`src/rtl/mem_access_ctrl.sv`:
```
// mem_access_ctrl: single-port request/response controller for a synchronous RAM with read timeout
// Ports: clk/clr (async active-low reset); request side reqValid/reqReady/reqWrite/reqAddr/reqData;
// response side respValid/respReady/respData/respError; RAM side ramWriteEnable/ramAddr/ramWriteData,
// ramReadEnable/ramReadAddr/ramReadData/ramDataReady.
// Optional build macro MEMCTRL_WRITE_PROTECT_EN rejects stores at or above PROT_BASE.
module mem_access_ctrl #(
  parameter int width     = 8,
  parameter int length    = 8,
  parameter int TIMEOUT   = 15,
  parameter int PROT_BASE = 240
) (
  input  logic              clk,
  input  logic              clr,
  input  logic              reqValid,
  input  logic              reqWrite,
  input  logic [length-1:0] reqAddr,
  input  logic [width-1:0]  reqData,
  output logic              reqReady,
  output logic              respValid,
  input  logic              respReady,
  output logic [width-1:0]  respData,
  output logic              respError,
  output logic              ramWriteEnable,
  output logic              ramReadEnable,
  output logic [length-1:0] ramAddr,
  output logic [length-1:0] ramReadAddr,
  output logic [width-1:0]  ramWriteData,
  input  logic              ramDataReady,
  input  logic [width-1:0]  ramReadData
);
  typedef enum logic [2:0] {IDLE, WRITE, READ, WAIT, CAPT, RESP} state_t;
  localparam logic [7:0] TMO = 8'(TIMEOUT);
  state_t state_q, state_d;
  logic [7:0] cnt_q, cnt_d;
  logic [length-1:0] addr_q, addr_d;
  logic [width-1:0] wdata_q, wdata_d, rdata_q, rdata_d;
  logic we_q, we_d, re_q, re_d, valid_q, valid_d, err_q, err_d;
  logic hs, prot;
  assign reqReady       = state_q == IDLE;
  assign hs             = reqValid && reqReady;
  assign respValid      = valid_q;
  assign respData       = rdata_q;
  assign respError      = err_q;
  assign ramWriteEnable = we_q;
  assign ramReadEnable  = re_q;
  assign ramAddr        = addr_q;
  assign ramReadAddr    = addr_q;
  assign ramWriteData   = wdata_q;
`ifdef MEMCTRL_WRITE_PROTECT_EN
  localparam logic [length-1:0] PROT_A = PROT_BASE[length-1:0];
  assign prot = reqWrite && (reqAddr >= PROT_A);
`else
  assign prot = 1'b0;
`endif
  // Enables are computed from the next state so they are high exactly while in WRITE or READ/WAIT.
  // respValid rises one cycle after entering RESP, giving store latency 2 and load latency 4.
  always_comb begin
    state_d = state_q;
    cnt_d   = cnt_q;
    addr_d  = addr_q;
    wdata_d = wdata_q;
    rdata_d = rdata_q;
    valid_d = valid_q;
    err_d   = err_q;
    we_d    = 1'b0;
    re_d    = 1'b0;
    case (state_q)
      IDLE: if (hs) begin
        addr_d  = reqAddr;
        wdata_d = reqData;
        state_d = prot ? RESP : (reqWrite ? WRITE : READ);
        we_d    = reqWrite && !prot;
        re_d    = !reqWrite;
        err_d   = prot;
        rdata_d = '0;
      end
      WRITE: begin
        state_d = RESP;
        err_d   = 1'b0;
        rdata_d = '0;
      end
      READ: begin
        state_d = WAIT;
        cnt_d   = '0;
        re_d    = 1'b1;
      end
      WAIT: begin
        cnt_d = cnt_q + 8'd1;
        if (ramDataReady) state_d = CAPT;
        else if (cnt_d == TMO) begin
          state_d = RESP;
          err_d   = 1'b1;
          rdata_d = '0;
        end else re_d = 1'b1;
      end
      CAPT: begin
        state_d = RESP;
        rdata_d = ramReadData;
        err_d   = 1'b0;
      end
      RESP: if (valid_q && respReady) begin
        state_d = IDLE;
        valid_d = 1'b0;
        rdata_d = '0;
        err_d   = 1'b0;
      end else valid_d = 1'b1;
      default: state_d = IDLE;
    endcase
  end
  always_ff @(posedge clk or negedge clr) begin
    if (!clr) begin
      state_q <= IDLE;
      cnt_q   <= '0;
      addr_q  <= '0;
      wdata_q <= '0;
      rdata_q <= '0;
      valid_q <= 1'b0;
      err_q   <= 1'b0;
      we_q    <= 1'b0;
      re_q    <= 1'b0;
    end else begin
      state_q <= state_d;
      cnt_q   <= cnt_d;
      addr_q  <= addr_d;
      wdata_q <= wdata_d;
      rdata_q <= rdata_d;
      valid_q <= valid_d;
      err_q   <= err_d;
      we_q    <= we_d;
      re_q    <= re_d;
    end
  end
endmodule

```
`config.mk`:
```
export PLATFORM = sky130hd
export DESIGN_NAME = mem_access_ctrl
export DESIGN_NICKNAME = d
export VERILOG_FILES = /design/src/rtl/mem_access_ctrl.sv
export SDC_FILE = /design/constraint.sdc
export NUM_CORES = 1
export LEC_CHECK = 0
export ABC_AREA = 1
export CELL_PAD_IN_SITES_DETAIL_PLACEMENT = 2
export CELL_PAD_IN_SITES_GLOBAL_PLACEMENT = 2
export CORE_MARGIN = 3
export CORE_UTILIZATION = 30
export CTS_BUF_LIST = sky130_fd_sc_hd__clkbuf_2 sky130_fd_sc_hd__clkbuf_4 sky130_fd_sc_hd__clkbuf_8
export DETAILED_ROUTE_END_ITERATION = 8
export PLACE_DENSITY_LB_ADDON = 0.1
export SYNTH_ARGS = -nofsm -noshare
export SYNTH_HDL_FRONTEND = slang
export SYNTH_SLANG_ARGS = --single-unit
```
`constraint.sdc`:
```
create_clock -name clk -period 3.11 [get_ports clk]
set_input_delay 0.622 -clock clk [delete_from_list [all_inputs] [get_ports clk]]
set_output_delay 0.622 -clock clk [all_outputs]
set_load 0.02 [all_outputs]
```
==> impl_metrics.ini <==
[sta]
timing.fmax_ghz = 0.428
period_needed_ns = 2.33
worst_pin_slew_ns = 0.909
hold_slack_ns = 0.448
tns_ns = 0
relSlewSlack_pct = 39.4
finalMaxSlewViolations = 0
fin_ws_ns = 0.776
rsz0062_at_grt = no
post-route-period-util_pct = 75.1
fin_skew_ns = 0.00950
final_hold_viol_count = 0
setup_violations = 0

[cells_and_area]
multi_input_area_um2 = 774
diodes = 0
layout_commonest_cell = clkdlybuf4s50_1
seqCellArea_um2 = 976
final_cell_mix = clkdlybuf4s50_1, nand2_1, dfrtp_1
nets = 285
syn_to_final_growth_pct = 41.8
n_fill_cell = 666
drive_gt1_share_pct = 17.3

[pwr]
clkPwrFrac_pct = 17.0
p_sw_uw = 994
p_seq_share_pct = 33.5
peakVddDrop_uv = 472
leakage_nw = 1.23
p_int_mw = 1.57
combPwrFrac_pct = 49.5
swShare_pct = 38.8
power.density_mw_per_mm2 = 955

[drt]
first_iter_violations = 32
wl_per_cell_um = 15.4
drc = 0
drt-total-wl_um = 5070
via_per_inst = 4.72
num_vias = 1553
antenna_left = 0
first_pass_iters = 4

[global_routing]
grt_usage_pct = 15.2
grt_pass1_wl_um = 8660
grt.overflow.total = 0
antenna_found_initial = 0
grt_max_degree = 40
grt_pass1_vias = 1729

[cts]
cts_setup_buffers = 0
htreeDepth = 2
hold_buffers = 0
path_clk_slew_ns = 0.08
insertion_delay_ns = 0.30
cts.sinks = 39
post_cts_resized = 0
clock-root-buffer = clkbuf_8
clockBufferDepth = 2
cts_tree = yes
cts_made_buffers = 5

[hold_path]
hp-class = in2async

[run_status]
status = completed

[worst_setup_path]
rrSetupSlack_ns = 1.37
crit_type = reg2out
required_ns = 2.49
timing.rr.end = respError
crit_arrival_ns = 1.71
critPathLaunchType = register
cp-startpoint = state_q[2]
cp-end-kind = primary output
critPathMaxFanout = 5
r2r-start = cnt_q[0]
ff2ff_path_depth = 9

[run]
max_cap_viol_count = 0

[floorplan]
die_w_um = 85.4
die_h_um = 85.4
initial_core_util_pct = 31.4
io_pins = 67
rows = 28
core-area_mm2 = 0.00603
design.die.area_mm2 = 0.00730

[placed_design]
io_buffers = 66
dp_slack_ns = 1.10
routabilityCongestion = 0.726
hpwlAfterDp_um = 3750

[synth]
synth_cell_types = 26
yosysSeqAreaShare_pct = 51.6
netlist_area_mm2 = 0.00189
synth-seq-cells = 39
netlist_instances = 189
syn_nets = 221
yosys_warnings = 0
synth_area_per_cell_um2 = 10.0
-- Yosys cell counts --
cell,count,area share (%)
a21oi_1,1,0.26
buf_4,8,3.2
buf_6,1,0.59
dfrtp_1,39,52
ha_1,2,1.3
inv_1,16,3.2
inv_2,3,0.59
mux2_2,9,5.4
mux2_4,7,5.6
nand2_1,44,8.7
nand2_2,5,1.7
nand2_4,2,1.2
nand3_1,13,3.4
nand3_2,3,1.6
nand3_4,1,0.93
nand4_1,3,0.99
nor2_1,12,2.4
nor2_2,1,0.33
nor2_4,2,1.2
nor2_8,1,1.1
nor3_1,2,0.53
o211ai_1,3,1.2
o21ai_0,7,1.9
o21ai_1,1,0.26
o21ai_2,1,0.46
o22ai_1,2,0.66
-- layer usage --
metal,part of all wire (%),up-vias,GRT usage [%]
met2,53,33,26.4
met3,4.6,7,4.17
met1,41,778,18.4
met5,0,-,0
li1,-,735,-
met4,1.0,0,3.88
-- through the flow --
step	area [um^2]	total power, mW	std cells	utilization (%)
after floorplan	1890	1.61	189	-
after global placement	2570	2.14	321	42.7
after detailed placement	2570	2.16	321	42.7
after CTS	2680	2.61	329	44.5
after global routing	2680	2.76	329	44.5
final	2680	2.56	329	44.5
-- worst max-delay path: stages (launching register included) --
cell	delay [ns]
dfrtp_1	0.45
nor2_4	0.19
nand2_2	0.08
inv_2	0.08
clkdlybuf4s50_1	0.61
-- cell families (layout without fill, tap and decap cells) --
logic type / Yosys count / count (layout) / share of synthesized area (%)
AND/OR/NAND/NOR: 89 / 89 / 24.0
adder cells (fa/ha/maj): 2 / 2 / 1.32
multiplexers: 16 / 16 / 10.9
AO/OA/AOI/OAI: 15 / 15 / 4.69
buffers and inverters: 28 / 93 / 7.53
flip-flops: 39 / 39 / 51.6
-- cell type report --
class | instances | area share [%]
multi-input cells | 122 | 28.9
clock inverters | 3 | 1.63
flip-flops and latches | 39 | 36.4
repair buffers | 66 | 24.4
inverters | 19 | 2.66
well taps | 75 | 3.50
clock buffers | 5 | 2.56
-- power groups by stage --
stage | registers, mW | clock network, mW | logic [mW]
after floorplan | 1.05 | 0 | 0.559
after global placement | 0.866 | 0 | 1.27
after detailed placement | 0.871 | 0 | 1.29
after CTS | 0.867 | 0.453 | 1.29
after global routing | 0.902 | 0.473 | 1.38
final | 0.859 | 0.436 | 1.27
-- state kept, by name, summed over array words and instances (netlist names) --
signal,count
ramWriteEnable,1
respData,8
respError,1
ramReadEnable,1
ramWriteData,8
respValid,1
ramAddr,8
state_q,3
cnt_q,8
-- how the worst max path moves through the flow --
| stage | depth (start not counted) | slack, ns | to |
|---|---|---|---|
| after global routing | 4 | 0.67 | reqReady |
| after global placement | 4 | 1.11 | reqReady |
| final | 4 | 0.78 | reqReady |
| after detailed placement | 4 | 1.10 | reqReady |
| after CTS | 4 | 0.75 | reqReady |
| after floorplan | 9 | 1.60 | respData[0] |
No activity file was read; power rests on OpenSTA's default activity.
